### config.mk
export PLATFORM = sky130hd
export DESIGN_NAME = prog_loader
export DESIGN_NICKNAME = d
export VERILOG_FILES = /design/src/rtl/prog_loader.sv
export SDC_FILE = /design/constraint.sdc
export NUM_CORES = 1
export LEC_CHECK = 0
export CAP_MARGIN = 20
export CORE_MARGIN = 2
export CORE_UTILIZATION = 50
export DETAILED_ROUTE_END_ITERATION = 8
export PLACE_DENSITY = 0.8
export SETUP_SLACK_MARGIN = 0.02
export SLEW_MARGIN = 20
export SYNTH_ARGS = -nofsm -noshare
export SYNTH_HDL_FRONTEND = slang
export SYNTH_SLANG_ARGS = --single-unit
### constraint.sdc
create_clock -name clock -period 6.35 [get_ports clock]
set_clock_uncertainty 0.15 [all_clocks]
set_input_delay 1.27 -clock clock [delete_from_list [all_inputs] [get_ports clock]]
set_output_delay 1.27 -clock clock [all_outputs]
set_load 0.02 [all_outputs]
### src/rtl/prog_loader.sv
// -----------------------------------------------------------------------------
// prog_loader
//
// Streams a program into the PCPU instruction memory and then releases the
// CPU. A load_req pulse opens a stream window; every accepted beat becomes one
// instruction-memory write one cycle later, at the next ascending address.
// Once the stream ends (s_last) the rest of memory is optionally cleared to
// 16'h0000, after which the CPU is started and enabled. A load_req while the
// CPU runs stops it and starts a fresh load from address 0.
//
// Parameters
//   FILL_ZERO  1: zero-fill the words the stream did not write before RUN
//   ADDR_W     instruction-memory address width (depth 2**ADDR_W)
//
// Ports
//   clock       system clock, rising edge
//   reset       asynchronous, active-low reset
//   load_req    single-cycle pulse starting a program load
//   s_valid     stream beat valid
//   s_data      stream instruction word
//   s_last      final beat of the program
//   s_ready     loader accepts a beat this cycle (registered)
//   i_we        instruction-memory write strobe (registered)
//   i_addr      instruction-memory write address (registered)
//   i_data      instruction-memory write data (registered)
//   cpu_start   PCPU start (registered)
//   cpu_enable  PCPU enable (registered)
//   word_count  beats accepted in the current load, 0..2**ADDR_W
//   overflow    sticky: memory filled before s_last arrived
// -----------------------------------------------------------------------------
module prog_loader #(
    parameter int FILL_ZERO = 1,
    parameter int ADDR_W    = 8
) (
    input  logic              clock,
    input  logic              reset,
    input  logic              load_req,
    input  logic              s_valid,
    input  logic [15:0]       s_data,
    input  logic              s_last,
    output logic              s_ready,
    output logic              i_we,
    output logic [ADDR_W-1:0] i_addr,
    output logic [15:0]       i_data,
    output logic              cpu_start,
    output logic              cpu_enable,
    output logic [ADDR_W:0]   word_count,
    output logic              overflow
);

    typedef enum logic [1:0] {
        IDLE  = 2'd0,
        LOAD  = 2'd1,
        CLEAR = 2'd2,
        RUN   = 2'd3
    } state_t;

    localparam logic [ADDR_W-1:0] ADDR_MAX = '1;
    localparam logic [ADDR_W-1:0] ADDR_ONE = {{(ADDR_W-1){1'b0}}, 1'b1};
    localparam logic [ADDR_W:0]   WC_ONE   = {{ADDR_W{1'b0}}, 1'b1};

    state_t            state_reg;
    logic [ADDR_W-1:0] addr_reg;        // next address to be written
    logic              s_ready_reg;
    logic              i_we_reg;
    logic [ADDR_W-1:0] i_addr_reg;
    logic [15:0]       i_data_reg;
    logic              cpu_start_reg;
    logic              cpu_enable_reg;
    logic [ADDR_W:0]   word_count_reg;
    logic              overflow_reg;

    // A beat is taken only against the registered ready, so the handshake
    // never forms a combinational path from the stream to any output.
    logic beat_ok;
    logic at_max;

    assign beat_ok = s_valid && s_ready_reg;
    assign at_max  = (addr_reg == ADDR_MAX);

    always_ff @(posedge clock or negedge reset) begin
        if (!reset) begin
            state_reg      <= IDLE;
            addr_reg       <= '0;
            s_ready_reg    <= 1'b0;
            i_we_reg       <= 1'b0;
            i_addr_reg     <= '0;
            i_data_reg     <= '0;
            cpu_start_reg  <= 1'b0;
            cpu_enable_reg <= 1'b0;
            word_count_reg <= '0;
            overflow_reg   <= 1'b0;
        end else begin
            // The write strobe is a one-cycle pulse unless a state below
            // issues a write this cycle.
            i_we_reg <= 1'b0;

            case (state_reg)
                IDLE: begin
                    s_ready_reg    <= 1'b0;
                    cpu_start_reg  <= 1'b0;
                    cpu_enable_reg <= 1'b0;
                    if (load_req) begin
                        state_reg      <= LOAD;
                        s_ready_reg    <= 1'b1;
                        addr_reg       <= '0;
                        word_count_reg <= '0;
                        overflow_reg   <= 1'b0;
                    end
                end

                LOAD: begin
                    // load_req is deliberately not looked at here.
                    if (beat_ok) begin
                        i_we_reg       <= 1'b1;
                        i_addr_reg     <= addr_reg;
                        i_data_reg     <= s_data;
                        word_count_reg <= word_count_reg + WC_ONE;
                        if (at_max) begin
                            // Memory is full: stop here, never wrap to 0.
                            state_reg   <= RUN;
                            s_ready_reg <= 1'b0;
                            if (!s_last) begin
                                overflow_reg <= 1'b1;
                            end
                        end else begin
                            addr_reg <= addr_reg + ADDR_ONE;
                            if (s_last) begin
                                s_ready_reg <= 1'b0;
                                if (FILL_ZERO != 0) begin
                                    state_reg <= CLEAR;
                                end else begin
                                    state_reg <= RUN;
                                end
                            end
                        end
                    end
                end

                CLEAR: begin
                    // Back-to-back zero writes straight after the last data
                    // write, ending with the top address inclusive.
                    i_we_reg   <= 1'b1;
                    i_addr_reg <= addr_reg;
                    i_data_reg <= '0;
                    if (at_max) begin
                        state_reg <= RUN;
                    end else begin
                        addr_reg <= addr_reg + ADDR_ONE;
                    end
                end

                RUN: begin
                    // The final memory write is issued on the edge that
                    // enters RUN, so the CPU sees its start one cycle after
                    // the last word has landed.
                    if (load_req) begin
                        state_reg      <= LOAD;
                        s_ready_reg    <= 1'b1;
                        cpu_start_reg  <= 1'b0;
                        cpu_enable_reg <= 1'b0;
                        addr_reg       <= '0;
                        word_count_reg <= '0;
                        overflow_reg   <= 1'b0;
                    end else begin
                        s_ready_reg    <= 1'b0;
                        cpu_start_reg  <= 1'b1;
                        cpu_enable_reg <= 1'b1;
                    end
                end

                default: begin
                    state_reg <= IDLE;
                end
            endcase
        end
    end

    assign s_ready    = s_ready_reg;
    assign i_we       = i_we_reg;
    assign i_addr     = i_addr_reg;
    assign i_data     = i_data_reg;
    assign cpu_start  = cpu_start_reg;
    assign cpu_enable = cpu_enable_reg;
    assign word_count = word_count_reg;
    assign overflow   = overflow_reg;

endmodule

==> results of run 1 <==
power by group through the flow:
stage | registers, W | logic, W | clock network, W
after CTS | 0.000461 | 0.000655 | 0.000201
final | 0.000462 | 0.000655 | 0.000197
after global placement | 0.000463 | 0.000639 | 0
after floorplan | 0.000542 | 0.000353 | 0
after global routing | 0.000475 | 0.000711 | 0.000212
after detailed placement | 0.000467 | 0.000650 | 0
worst max-delay path: cells and delay by family:
family / cells / cell delay (ns)
AO/OA/AOI/OAI: 1 / 0.54
buffers and inverters: 1 / 0.50
multiplexers: 1 / 0.41
AND/OR/NAND/NOR: 2 / 0.36
final cells by class:
cell class              count  area, µm²
clock buffers               7       96.3
clock inverters             1       7.51
flip-flops and latches     47       1180
well taps                  52       65.1
fillers                   320       1400
repair buffers             58        578
multi-input cells         128        946
inverters                   6       22.5
metal layers:
metal,GRT usage,up-vias,share of wire
li1,-,816,-
met1,0.296,832,0.48
met2,0.303,54,0.45
met3,0.0534,6,0.055
met4,0.0641,0,0.014
met5,0,-,0
metrics by stage:
step                      cell area, µm²  hold WS (ns)  instances  total power (W)  utilization
after global placement              2780         0.336        291          0.00110        0.647
final                               2890         0.357        299          0.00131        0.673
after floorplan                     2190         0.355        190         0.000895            -
after global routing                2890         0.388        299          0.00140        0.673
after detailed placement            2780         0.343        291          0.00112        0.647
after CTS                           2880         0.365        299          0.00132        0.671
cell families (layout without fill, tap and decap cells):
| kind of cell | count (synthesis) | count (layout) | synth area share |
|---|---|---|---|
| xor+xnor | 5 | 5 | 0.0200 |
| simple gates | 56 | 56 | 0.135 |
| flops | 47 | 47 | 0.536 |
| compound gates | 50 | 50 | 0.184 |
| buf+inv | 15 | 72 | 0.0365 |
| fa+ha+maj | 5 | 5 | 0.0285 |
| mux | 12 | 12 | 0.0599 |
placed cells by master, fill, tap and decap left out, types with 5 or more instances in the layout:
cell                               n
sky130_fd_sc_hd__clkdlybuf4s50_1  57
sky130_fd_sc_hd__dfrtp_1          47
sky130_fd_sc_hd__a22o_1           17
sky130_fd_sc_hd__nand2_1          13
sky130_fd_sc_hd__nor2_1           12
sky130_fd_sc_hd__mux2_2            9
sky130_fd_sc_hd__o21ai_0           7
sky130_fd_sc_hd__clkbuf_8          7
sky130_fd_sc_hd__inv_1             6
sky130_fd_sc_hd__nand3_1           6
sky130_fd_sc_hd__a21oi_1           5
sky130_fd_sc_hd__ha_1              5
how the worst max path moves through the flow:
| stage | slack [ns] | depth (start not counted) | end | startpoint |
|---|---|---|---|---|
| after CTS | 2.99 | 5 | i_addr[6] | s_valid |
| after floorplan | 3.81 | 5 | i_addr[3] | s_valid |
| final | 3.29 | 5 | i_addr[6] | s_valid |
| after global placement | 2.79 | 5 | i_addr[0] | s_valid |
| after global routing | 3.16 | 5 | i_addr[3] | s_valid |
| after detailed placement | 2.68 | 5 | i_addr[6] | s_valid |
==> results_dict.tcl, run 1 <==
set metrics [dict create \
    async_flop_share 1.00 \
    yosysWarningCount 0 \
    clock_latency_ns 0.30 \
    cellPowerDensity_nw_per_um2 455 \
    netlist-cell-type-count 47 \
    detail_route.drc_violations 0 \
    timing.slew.headroom 0.347 \
    ys_top_cells_by_area "sky130_fd_sc_hd__dfrtp_1, sky130_fd_sc_hd__a22o_1, sky130_fd_sc_hd__mux2_2, sky130_fd_sc_hd__ha_1, sky130_fd_sc_hd__nand2_1" \
    synth_largest_area_cell "sky130_fd_sc_hd__dfrtp_1" \
    std_cell_rows 24 \
    core_um2 4290 \
    post_synthesis_instance_area_um2 2190 \
    clk_pin_slew_ns 0.08 \
    worst_hold_path.endpoint "i_data[13]" \
    syn_nets 216 \
    worst_r2r_startpoint "state_reg[0]" \
    pin_count_of_the_biggest_net_entering_global_routing 48 \
    share_of_the_synthesized_area_in_the_top_cell_type 0.536 \
    die-width_um 70.3 \
    cts_buffers 5 \
    power.combinational.fraction 0.498 \
    clock_tree_from_tritoncts "yes" \
    regToRegEndpoint "word_count[7]" \
    seqPwrFrac 0.352 \
    timing_worst_setup_path_type "in -> reg" \
    maxCapViolations 0 \
    hp-start "i_data[13]" \
    switching_component_of_the_power_w 0.000526 \
    clock_tree.htree_level_count 2 \
    yosys.cell_count.top_type "sky130_fd_sc_hd__dfrtp_1" \
    post_synth.cell_area_avg_um2 11.6 \
    cp_data_arrival_time_ns 3.10 \
    run_status "finished clean" \
    worst-endpoint-required_ns 6.39 \
    synth_top_cells_by_count "sky130_fd_sc_hd__dfrtp_1, sky130_fd_sc_hd__a22o_1, sky130_fd_sc_hd__nand2_1" \
    final_layout_size_suffix_gt1_frac 0.0931 \
    max-vdd-ir-drop_mv 0.246 \
    dp_hpwl_um 3250 \
    buffer_ports.inserted 58 \
    max_freq_mhz 326 \
    cpPeakStageDelay_ns 0.54 \
    slowest_stage "sky130_fd_sc_hd__a21oi_4" \
    hold_class "reg -> reg" \
    count_of_tritonroute_iterations_in_the_first_routing_pass 4 \
    clock_path_buffers 2 \
    cts_repair_resize_count 0 \
    final_nets 272 \
    grt_setup_unrepaired "no" \
    antenna_found_initial 0 \
    synth_flop_cell "sky130_fd_sc_hd__dfrtp_1" \
    design.die.area_um2 4940 \
    setup_tns_ns 0 \
    grt_first_pass_wirelength_um 8090 \
    static-leakage-power_nw 1.27 \
    initial_core_util 0.511 \
    period_share 0.483 \
    drt_first_iter_violations 109 \
    gpl.final_weighted_congestion 0.819 \
    least_margin_pin_slew_ns 0.974 \
    number_of_vias_in_the_routed_layout 1708 \
    clk_root_buffer_cell "sky130_fd_sc_hd__clkbuf_8" \
    hold_viol 0 \
    design.portCount 59 \
    worstRegToRegCells 6 \
    worst_slack_ns 3.29 \
    worst_setup_path_end_kind "register" \
    route.detailed.wl_per_inst_um 15.8 \
    power.clock.fraction 0.150 \
    internal_power_contribution_w 0.000789 \
    synth_seq_area_share 0.536 \
    synthToLayoutAreaGrowth_pct 31.8 \
    n_antenna_cell 0 \
    swShare 0.400 \
    chipHeight_um 70.3 \
    grt_pass1_vias 1639 \
    critPathLaunchType "input pin" \
    total_global_route_track_usage 0.205 \
    slew_violations 0 \
    timing.final.setup_violations 0 \
    layout_min_cycle_time_ns 3.06 \
    postCtsSetupBuffers 0 \
    cts.sink_count 47 \
    crit_path_max_fanout 24 \
    yosys_register_bits 47 \
    reg2reg_setup_slack_ns 3.80 \
    postCtsHoldBufs 0 \
    dp_slack_ns 2.68 \
    drt_wl_total_um 4730 \
    worstPathCellList "clkdlybuf4s50_1 > nand2_1 > nor2_1 > a21oi_4 > mux2_2" \
    largest_register_ffs 16 \
    count_of_flip_flops_with_a_built_in_enable_after_synthesis 0 \
    postSynthCellCount 190 \
    globalRoute.totalOverflow 0 \
    ant_nets 0 \
    post_drt_via_cell_ratio 5.71 \
    hold-path-cell-count 1 \
]
Note: power is estimated with default switching activity, not from simulation.
==> inputs of run 2 (changes only) <==
CORE_UTILIZATION = 48   (was 50)
PLACE_DENSITY = 0.77   (was 0.8)
clock period = 3.18 ns   (was 6.35 ns; I/O delays follow)
==> run 2 against run 1 <==
  * Largest power group unchanged
  * First-iteration DRC count shrank 62%
  * Critical path depth is 1 higher
  * Sequential share of layout area grew 0.16 points
  * Wire length down 5.5%
  * Final area is 0.39% lower
  * Power rose by 96%
  * Non-clock buffer count increased by 2
  * Flip-flop and latch count is the same
  * Cell count is 0.67% higher
  * Clock power increased by 77%
  * Count of clock-buffer cells in the layout decreased by 1
  * Combinational power rose by 100%
  * Critical endpoint is now word_count[7]
==> results_dict.tcl, run 2 (synthesis gave the netlist of run 1 again) <==
set metrics [dict create \
    run_status "finished clean" \
    cts.sink_count 47 \
    fin_util 0.657 \
    synthToLayoutAreaGrowth_pct 31.2 \
    setup_tns_ns 0 \
    dp_slack_ns 0.587 \
    sum_of_buffers_and_inverters_on_the_critical_path 1 \
    clock_latency_ns 0.30 \
    gpl.final_weighted_congestion 0.803 \
    worst_r2r_startpoint "state_reg[0]" \
    dp_hpwl_um 3180 \
    grt_setup_unrepaired "no" \
    slew_violations 0 \
    route.detailed.wl_per_inst_um 14.8 \
    drt_first_iter_violations 41 \
    slowest_stage "sky130_fd_sc_hd__ha_1" \
    cellPowerDensity_nw_per_um2 892 \
    die-width_um 71.6 \
    setup.worst_path.start "state_reg[0]" \
    clock_path_buffers 2 \
    hold_class "in -> async" \
    reg2reg_setup_slack_ns 0.70 \
    number_of_vias_in_the_routed_layout 1696 \
    worst_setup_path_end_kind "register" \
    clock_tree.htree_level_count 2 \
    critPathLaunchType "register" \
    total_global_route_track_usage 0.180 \
    std_cell_rows 24 \
    max_freq_mhz 403 \
    layout_min_cycle_time_ns 2.48 \
    worst_slack_ns 0.697 \
    most_frequent_standard_cell_in_the_layout_excluding_fill_and_tap_cells "sky130_fd_sc_hd__clkdlybuf4s50_1" \
    least_margin_pin_slew_ns 0.763 \
    initial_core_util 0.501 \
    layout_common_cells "sky130_fd_sc_hd__clkdlybuf4s50_1, sky130_fd_sc_hd__dfrtp_1, sky130_fd_sc_hd__a22o_1" \
    ant_nets 0 \
    cpMostUsedCell "sky130_fd_sc_hd__or3_1" \
    core_um2 4380 \
    globalRoute.totalOverflow 0 \
    clock_tree_from_tritoncts "yes" \
    clk_root_buffer_cell "sky130_fd_sc_hd__clkbuf_8" \
    crit_path_max_fanout 17 \
    worst-endpoint-required_ns 3.25 \
    design.portCount 59 \
    pin_count_of_the_biggest_net_entering_global_routing 48 \
    maxCapViolations 0 \
    area_used_by_multi_input_combinational_logic_um2 938 \
    max-vdd-ir-drop_mv 0.508 \
    fin_area_um2 2880 \
    clk_pin_slew_ns 0.08 \
    largest_register_ffs 16 \
    timing.critical_path.max_delay_family "simple AND/OR/NAND/NOR gates" \
    hold_viol 0 \
    chipHeight_um 71.6 \
    detail_route.drc_violations 0 \
    post_drt_via_cell_ratio 5.63 \
    fill_cells 363 \
    cts_repair_resize_count 0 \
    worstPathCellList "inv_1 > ha_1 > mux2i_1 > or3_1 > or3_1 > a21oi_1" \
    drt_wl_total_um 4470 \
    seqCellArea_um2 1180 \
    final_nets 274 \
    buffer_ports.inserted 58 \
    timing.final.setup_violations 0 \
    count_of_tritonroute_iterations_in_the_first_routing_pass 4 \
    timing_worst_setup_path_type "reg -> reg" \
    static-leakage-power_nw 1.27 \
    design.die.area_um2 5130 \
    postCtsHoldBufs 0 \
    cpPeakStageDelay_ns 0.63 \
    cp_data_arrival_time_ns 2.56 \
    antenna_found_initial 0 \
    n_antenna_cell 0 \
    postPlaceCellArea_um2 2790 \
    grt_first_pass_wirelength_um 7240 \
    finalHoldWorstSlack_ns 0.185 \
    cts_buffers 5 \
    grt_pass1_vias 1549 \
    postCtsSetupBuffers 0 \
    period_share 0.781 \
    timing.slew.headroom 0.490 \
    final_layout_size_suffix_gt1_frac 0.0964 \
]
[run 2: metal layers]
metal	track usage	wire, µm	up-vias
met1	0.250	2120	820
met5	0	0	-
met2	0.279	2040	49
met4	0.0818	74	0
met3	0.0309	228	5
li1	-	-	822
[run 2: path summary, 6_finish.rpt]
path                                       to  depth (start not counted)
worst max register to register  word_count[7]                          6
worst min-delay path                i_addr[0]                          1
min in group clock                 i_data[11]                          1
worst min register to register     i_data[11]                          1
worst max-delay path            word_count[7]                          6
max in group asynchronous       word_count[7]                          1
[run 2: report_power, final]
part | leakage, nW | total [W] | internal [W] | switching (W)
sequential | 0.617 | 0.000915 | 0.000778 | 0.000138
combinational | 0.612 | 0.00131 | 0.000605 | 0.000701
clock | 0.0412 | 0.000348 | 0.000154 | 0.000194
[run 2: layout make-up]
cell class                      instances  share of cell area
Inverter                                6             0.00782
Timing Repair Buffer                   60               0.206
Tap cell                               52              0.0226
Multi-Input combinational cell        128               0.326
Clock buffer                            6              0.0252
Sequential cell                        47               0.408
Clock inverter                          2             0.00434
[run 2: stage by stage]
stage               total power, W  cells
floorplan                  0.00179    190
global placement           0.00221    293
detailed placement         0.00224    293
CTS                        0.00260    301
global route               0.00274    301
finish                     0.00257    301
==> inputs of run 3 (changes only) <==
clock period = 2.4 ns   (was 3.18 ns; I/O delays follow)
==> run 3 against run 2 <==
  * Largest power group unchanged
  * Global-route usage increased by 1.7 points
  * Wire length rose by 4.6%
  * Combinational power increased by 39%
  * Sequential power is 33% higher
  * Clock power rose by 69%
  * Flip-flop and latch count unchanged
  * Count of clock-buffer cells in the layout unchanged
  * Critical path type unchanged
  * Non-clock buffer count increased by 7
==> results_dict.tcl, run 3 (synthesis gave the netlist of run 1 again) <==
set metrics [dict create \
    crit_path_max_fanout 8 \
    drt_first_iter_violations 58 \
    final_layout_size_suffix_gt1_frac 0.121 \
    layout_common_cells "sky130_fd_sc_hd__clkdlybuf4s50_1, sky130_fd_sc_hd__dfrtp_1, sky130_fd_sc_hd__a22o_1" \
    cp_data_arrival_time_ns 2.25 \
    setup.worst_path.start "state_reg[0]" \
    std_cell_rows 24 \
    detail_route.drc_violations 0 \
    grt_first_pass_wirelength_um 7950 \
    timing_worst_setup_path_type "reg -> reg" \
    design.portCount 59 \
    route.detailed.wl_per_inst_um 15.2 \
    most_frequent_standard_cell_in_the_layout_excluding_fill_and_tap_cells "sky130_fd_sc_hd__clkdlybuf4s50_1" \
    fin_util 0.679 \
    hp-start "i_addr[4]" \
    die-width_um 71.6 \
    slew_violations 0 \
    buffer_ports.inserted 58 \
    number_of_vias_in_the_routed_layout 1715 \
    n_antenna_cell 0 \
    slowest_stage "sky130_fd_sc_hd__dfrtp_1" \
    largest_register_ffs 16 \
    regToRegEndpoint "word_count[7]" \
    initial_core_util 0.501 \
    timing.final.setup_violations 0 \
    worst_setup_path_end_kind "register" \
    synthToLayoutAreaGrowth_pct 35.7 \
    antenna_found_initial 0 \
    clock_tree.htree_level_count 2 \
    period_share 0.907 \
    core_um2 4380 \
    globalRoute.totalOverflow 0 \
    setup_tns_ns 0 \
    run_status "finished clean" \
    ant_nets 0 \
    post_drt_via_cell_ratio 5.57 \
    design.die.area_um2 5130 \
    total_global_route_track_usage 0.198 \
    worst_r2r_startpoint "state_reg[0]" \
    worstPathCellList "inv_1 > ha_1 > mux2i_1 > or3_1 > or3_1 > a21oi_1" \
    cpPeakStageDelay_ns 0.41 \
    grt_pass1_vias 1667 \
    cpMostUsedCell "sky130_fd_sc_hd__or3_1" \
    least_margin_pin_slew_ns 0.441 \
    pin_count_of_the_biggest_net_entering_global_routing 25 \
    timing.slew.headroom 0.705 \
    worstRegToRegCells 6 \
    clk_pin_slew_ns 0.08 \
    worst_hold_path.endpoint "i_addr[4]" \
    critPathLaunchType "register" \
    hold-path-cell-count 1 \
    hold_class "reg -> reg" \
    grt_setup_unrepaired "no" \
    cellPowerDensity_nw_per_um2 1220 \
    dp_hpwl_um 3430 \
    layout_min_cycle_time_ns 2.18 \
    reg2reg_setup_slack_ns 0.22 \
    drt_wl_total_um 4670 \
    gpl.final_weighted_congestion 0.845 \
    maxCapViolations 0 \
    cts.sink_count 47 \
    fill_cells 369 \
    final_nets 281 \
    max-vdd-ir-drop_mv 0.875 \
    worst-endpoint-required_ns 2.47 \
    count_of_tritonroute_iterations_in_the_first_routing_pass 4 \
    max_freq_mhz 459 \
    static-leakage-power_nw 1.33 \
    chipHeight_um 71.6 \
    clock_latency_ns 0.30 \
    clock_tree_from_tritoncts "yes" \
    cts_buffers 5 \
    clock_path_buffers 2 \
    hold_viol 0 \
    clk_root_buffer_cell "sky130_fd_sc_hd__clkbuf_8" \
    postCtsSetupBuffers 0 \
]
[run 3: cell count changes in the layout (fill, tap and decap cells not counted), sizes merged]
cell         previous run  this run
bufinv                  0         1
dlygate4sd3             0         1
buf                     3         9
clkinvlp                1         0
[run 3: layout make-up]
cell class	instances	area [µm²]	area share
Tap cell	52	65.1	0.0218
Sequential cell	47	1180	0.395
Clock inverter	2	35.0	0.0118
Timing Repair Buffer	67	658	0.221
Multi-Input combinational cell	128	938	0.315
Clock buffer	6	82.6	0.0277
Inverter	6	22.5	0.00756
[run 3: power breakdown]
part           switching [W]  total, W  leakage (nW)  internal [W]
clock network       0.000251  0.000588        0.0612      0.000337
registers           0.000187   0.00122         0.617       0.00103
logic               0.000945   0.00182         0.650      0.000872
[run 3: how the worst max path moves through the flow]
stage,to,cells after the start
finish,word_count[7],6
global route,addr_reg[5],6
CTS,word_count[7],6
detailed placement,word_count[7],5
global placement,word_count[7],5
floorplan,word_count[7],7
[run 3: timing repair]
action | 4_1_cts | 5_1_grt
resized for setup | 0 | 0
hold buffers | 1 | 0
hold endpoints to repair | 15 | 0
[run 3: stage by stage]
stage,hold slack (ns),area (µm²),setup WS [ns],power (W),instances
global route,0.370,2980,0.0427,0.00388,308
CTS,0.361,2980,0.225,0.00365,308
global placement,0.263,2850,0.166,0.00301,299
finish,0.358,2980,0.222,0.00362,308
floorplan,0.0344,2190,0.363,0.00237,190
detailed placement,0.265,2850,0.124,0.00305,299
[run 3: metal layers]
layer	part of all wire	vias to the layer above	GRT usage
met5	0	-	0
met2	0.46	49	0.301
met3	0.052	6	0.0450
li1	-	830	-
met1	0.47	830	0.278
met4	0.016	0	0.0734
[run 3: critical path: cells and delay by family, from the launching register on]
family          cells  cell delay [ns]
simple gates        2             0.74
flops               1             0.41
fa+ha+maj           1             0.41
mux                 1             0.17
compound gates      1             0.16
buf+inv             1             0.07
==> RTL edit 1, RTL diff (settings of run 2) <==
Reset style: synchronous (`reset`), changed in one clocked block. Comments in the files are not updated.
--- a/src/rtl/prog_loader.sv
+++ b/src/rtl/prog_loader.sv
@@ -78,7 +78,7 @@
     assign beat_ok = s_valid && s_ready_reg;
     assign at_max  = (addr_reg == ADDR_MAX);
 
-    always_ff @(posedge clock or negedge reset) begin
+    always_ff @(posedge clock) begin
         if (!reset) begin
             state_reg      <= IDLE;
             addr_reg       <= '0;
Behaviour: differs if reset is asserted again (counterexample within 4 cycles, from zero or initial values and one cycle with reset low); with reset held inactive, the same outputs for 10 cycles.
==> RTL edit 1 against run 2 <==
Design area fell by 3.3%. Critical path type unchanged. Wire length increased by 6.9%. Power fell by 34%. Synthesized area shrank 4.7%. Highest routed layer unchanged. Largest power group is now registers. Maximum frequency up 0.39%. Sequential cell count unchanged. Setup slack improved by 0.0095 ns. Critical endpoint is now word_count[8]. Synthesized cell count grew 29%. Sequential power fell by 27%.
==> RTL edit 1: results (changes against run 2) <==
[synthesis]
syn_inst = 245  ; +29%
synth_cell_types = 43  ; -8.5%
async_reset_ff_frac = 0  ; -1.00
ys_seq_area_frac = 0.450  ; -0.0862
synth_common_cells = dfxtp_1, nand2_1, a21oi_1, a22oi_1, nor2b_1
yosysWarnings = 0  ; unchanged
synth_fp_nets = 271  ; +25%
synthTopCellsByArea = dfxtp_1, a22oi_1, nand2_1, nor2b_1, a21oi_1

[layout]
fill_cells = 382  ; +5.2%
nets = 325  ; +19%
layout-drive-gt1-share = 0.0533  ; -0.0431
largest_register_ffs = 16  ; unchanged
num_antenna_cells = 0  ; unchanged

[drt]
vias = 1916  ; +13%
drtPass1Iterations = 4  ; unchanged
wl_per_cell_um = 13.6  ; -8.6%
routed_wl_um = 4780  ; +6.9%
drtIter0Drc = 95  ; +130%

[place]
pre_cts_ws_ns = 0.413  ; -0.174 ns
gp_congestion = 0.837  ; +4.2%
dp_hpwl_um = 3360  ; +5.7%
numPortBuffers = 58  ; unchanged
dp_cells = 344  ; +17%

[clock_network]
cts_resized = 0  ; unchanged
clk_pin_slew_worst_paths_ns = 0.09
cts_root_buf = clkbuf_8
cts.htree.levels = 2  ; unchanged
cts.path.max_buffers = 2  ; unchanged
clock_latency_ns = 0.31
cts_setup_buffers = 0  ; unchanged
cts_inserted_buffers = 5  ; unchanged

[hold_path]
hold_class = flop to flop

[critical_path]
path_class = flop to flop
crit_fanout = 12  ; -5
max_stage_delay_ns = 0.69  ; +0.06 ns
r2r-end = word_count[8]
cp_slowest_cell = or4_1
crit_family = simple AND/OR/NAND/NOR gates
ff2ff_path_depth = 6  ; unchanged
cp-startpoint = state_reg[1]
arrival_ns = 2.57  ; about the same

[global_routing]
gr-usage-all-layers = 0.211  ; +0.0310
grt_max_degree = 25  ; -48%
grt_pass1_wl_um = 8470  ; +17%
antenna_found_initial = 0  ; unchanged
grt_pass1_vias = 1814  ; +17%

[sta]
final.setup.worst_slack_ns = 0.707  ; +0.00955 ns
tightest_slew_ns = 0.822  ; +0.0588 ns
setup_viol = 0  ; unchanged
drv_slew = 0  ; unchanged

[power_and_ir_drop]
leakagePower_nw = 0.941  ; -26%
worst_ir_drop_vdd_mv = 0.330  ; -35%

[outcome]
status = completed

RTL edit 1: cell types whose count changed in the layout (fill, tap and decap cells not counted), moves of 4 or more:
cell	run 2	this run
a31oi_1	0	4
a21oi_1	5	18
and3_1	0	4
a21boi_0	0	5
nand2_1	13	33
mux2_2	9	0
or4_1	0	4
nor2b_1	2	18
a22oi_1	1	18
dfxtp_1	0	47
dfrtp_1	47	0
a22o_1	17	0
RTL edit 1: worst reg2reg max path: stages, from the launching register on:
cell      delay (ns)
dfxtp_1         0.39
inv_1           0.06
ha_1            0.32
a21boi_2        0.27
or4_1           0.69
or3_1           0.39
a21oi_1         0.14
RTL edit 1: final cells by class:
type / count / share of cell area
timing repair buffer: 61 / 0.216
multi-input combinational: 177 / 0.382
clock buffer: 5 / 0.0247
inverter: 7 / 0.00943
sequential: 47 / 0.338
tap: 52 / 0.0233
clock inverter: 3 / 0.00674
RTL edit 1: worst min-delay path by stage:
stage | start | endpoint | cells after the start
after global placement | i_addr[4] | i_addr[4] | 2
after floorplan | addr_reg[6] | addr_reg[6] | 1
after global routing | i_addr[6] | i_addr[6] | 2
after CTS | i_addr[4] | i_addr[4] | 2
after detailed placement | i_addr[4] | i_addr[4] | 2
final | i_addr[4] | i_addr[4] | 2
RTL edit 1: metal layers:
metal / routed length [um] / global-route usage / vias to the layer above / part of all wire
met5: 0 / 0 / - / 0
met4: 74 / 0.0812 / 0 / 0.015
met3: 231 / 0.0418 / 8 / 0.048
met2: 2170 / 0.330 / 47 / 0.46
met1: 2290 / 0.289 / 875 / 0.48
li1: - / - / 986 / -
RTL edit 1: cells by family after synthesis:
kind of cell    after synthesis  share of synthesized area
compound gates               68                      0.210
fa+ha+maj                     5                     0.0299
buf+inv                      21                     0.0419
mux                           3                     0.0144
simple gates                 99                      0.246
flops                        47                      0.450
xor+xnor                      2                    0.00837
RTL edit 1: per-stage QoR:
stage	power, mW	util	hold slack [ns]	cell area, um2
floorplan	1.15	-	0.313	2090
global placement	1.33	0.633	0.291	2700
detailed placement	1.34	0.633	0.296	2700
CTS	1.70	0.653	0.309	2790
global route	1.81	0.653	0.330	2790
finish	1.70	0.653	0.308	2790
RTL edit 1: power by group:
part	total, mW	leakage, nW	switching, mW	internal [mW]
Combinational	0.660	0.513	0.414	0.246
Clock	0.366	0.0483	0.211	0.155
Sequential	0.670	0.379	0.0422	0.628
Total	1.70	0.941	0.668	1.03
==> RTL edit 2, RTL diff (config.mk and constraints of run 2) <==
Made on the original files. Change the parameter `FILL_ZERO` from 1 to 0. Comments in the files are not updated.
--- a/src/rtl/prog_loader.sv
+++ b/src/rtl/prog_loader.sv
@@ -29,7 +29,7 @@
 //   overflow    sticky: memory filled before s_last arrived
 // -----------------------------------------------------------------------------
 module prog_loader #(
-    parameter int FILL_ZERO = 1,
+    parameter int FILL_ZERO = 0,
     parameter int ADDR_W    = 8
 ) (
     input  logic              clock,
Behaviour: not the same (a bounded check fails within 4 cycles, from zero or initial values and one cycle with reset low).
==> RTL edit 2 against run 2 <==
Power hardly changed. Sequential share of layout area is 0.58 points lower. Non-clock buffer count is 1 higher. Wire length is 4.3% higher. Synthesized area is 0.29% lower. Design area is 1.4% higher. Setup slack better by 0.13 ns. Final cell count is 1.3% higher. Clock power is 30% higher. Sequential power is 3.7% higher. Sequential cell count stayed put. Core utilization is 0.94 points higher. Critical path type is now input pin to flop.
==> RTL edit 2: results (changes against run 2) <==
[synthesis]
synth_mux_area_frac = 0.0457  ; -0.0141
synth-xor-area-share = 0.00800  ; -0.0119
async_reset_ff_frac = 1.00  ; unchanged
synth_compound_area_frac = 0.189  ; +0.00510
synth_fp_nets = 219  ; +1.4%
synthAdderAreaFrac = 0.0286  ; +0.0000815
ys_seq_area_frac = 0.537  ; +0.00153
synthTopCellsByArea = dfrtp_1, a22o_1, mux2_2, o21ai_0, ha_1
synth_common_cells = dfrtp_1, a22o_1, o21ai_0
synth_cell_types = 45  ; -4.3%
syn_inst = 193  ; +1.6%

[place]
numPortBuffers = 58  ; unchanged
pre_cts_ws_ns = 0.520  ; -0.0671 ns
dp_cells = 297  ; +1.4%
gp_congestion = 0.804  ; about the same
dp_hpwl_um = 3280  ; +3.2%

[critical_path]
crit_fanout = 11  ; -6
r2r_setup_slack_ns = 0.88  ; +0.18 ns
cp-end-kind = flop
max_stage_delay_ns = 0.54  ; -0.09 ns
cp_slowest_cell = clkdlybuf4s50_1
arrival_ns = 2.39  ; -0.17 ns

[layout]
fill_cells = 339  ; -6.6%
nets = 278  ; +1.5%
layout-drive-gt1-share = 0.119  ; +0.0222
fin_cells = 305  ; +1.3%
largest_register_ffs = 16  ; unchanged

[power_and_ir_drop]
leakagePower_nw = 1.25  ; -1.5%
worst_ir_drop_vdd_mv = 0.532  ; +4.9%
internal_power_mw = 1.61  ; +4.8%

[sta]
slew_headroom = 0.615  ; +0.125
fmax_mhz = 425  ; +5.5%

[clock_network]
cts_resized = 0  ; unchanged
cts_inserted_buffers = 5  ; unchanged
clk_pin_slew_worst_paths_ns = 0.09
cts_root_buf = clkbuf_8
clock_latency_ns = 0.30  ; about the same
cts_setup_buffers = 0  ; unchanged
cts.htree.levels = 2  ; unchanged

[drt]
vias = 1736  ; +2.4%
dr_wl_met2_um = 2130  ; +4.4%
dr_wl_met3_um = 218  ; -4.4%
drtIter0Drc = 138  ; +240%
highest_layer = met4
routed_wl_um = 4660  ; +4.3%
m1WireLength_um = 2240  ; +5.8%

[global_routing]
grt_pass1_wl_um = 7870  ; +8.7%
grt_pass1_vias = 1639  ; +5.8%
gr-usage-all-layers = 0.197  ; +0.0164

[hold_path]
hold_class = input pin to async pin

[outcome]
status = completed

==> RTL edit 2: cell types whose count changed in the layout (fill, tap and decap cells not counted), moves of 3 or more <==
cell	delta
or4_1	+4
o211ai_1	+4
nand3_1	+3
and2_1	-3
o21ai_0	+7
nor2_1	-3
==> RTL edit 2: cell type report <==
type,count,share of cell area
flip-flops and latches,47,0.403
clock buffers,5,0.0236
repair buffers,61,0.206
inverters,6,0.00771
multi-input cells,131,0.322
clock inverters,3,0.0163
well taps,52,0.0223
==> RTL edit 2: critical path: cells and delay by family <==
family                 cells  cell delay [ns]
AND/OR/NAND/NOR            3             0.85
buffers and inverters      1             0.54
AO/OA/AOI/OAI              1             0.37
==> RTL edit 2: per-stage QoR <==
step	area (um2)	hold slack, ns	utilization
2_1_floorplan	2190	0.190	-
3_3_place_gp	2800	0.314	0.639
3_5_place_dp	2800	0.320	0.639
4_1_cts	2920	0.341	0.666
5_1_grt	2920	0.226	0.666
6_report	2920	0.167	0.666
==> RTL edit 2: power by group through the flow <==
stage	clock network (mW)	registers [mW]	logic, mW
after detailed placement	0	0.960	1.18
after global routing	0.486	0.979	1.27
final	0.451	0.949	1.17
after global placement	0	0.959	1.15
after CTS	0.459	0.949	1.18
after floorplan	0	1.11	0.557
==> RTL edit 2: path summary, 6_finish.rpt <==
kind | from | endpoint | cells after the start
worst min register to register | i_addr[5] | i_addr[5] | 2
worst max register to register | state_reg[0] | addr_reg[4] | 6
max in group asynchronous | reset | addr_reg[7] | 1
worst min-delay path | reset | s_ready | 1
worst max-delay path | load_req | addr_reg[4] | 5
min in group clock | i_addr[5] | i_addr[5] | 2
==> RTL edit 2: per-layer routing <==
layer,GRT usage,up-vias
met4,0.0692,0
li1,-,841
met5,0,-
met2,0.297,43
met3,0.0408,6
met1,0.283,846
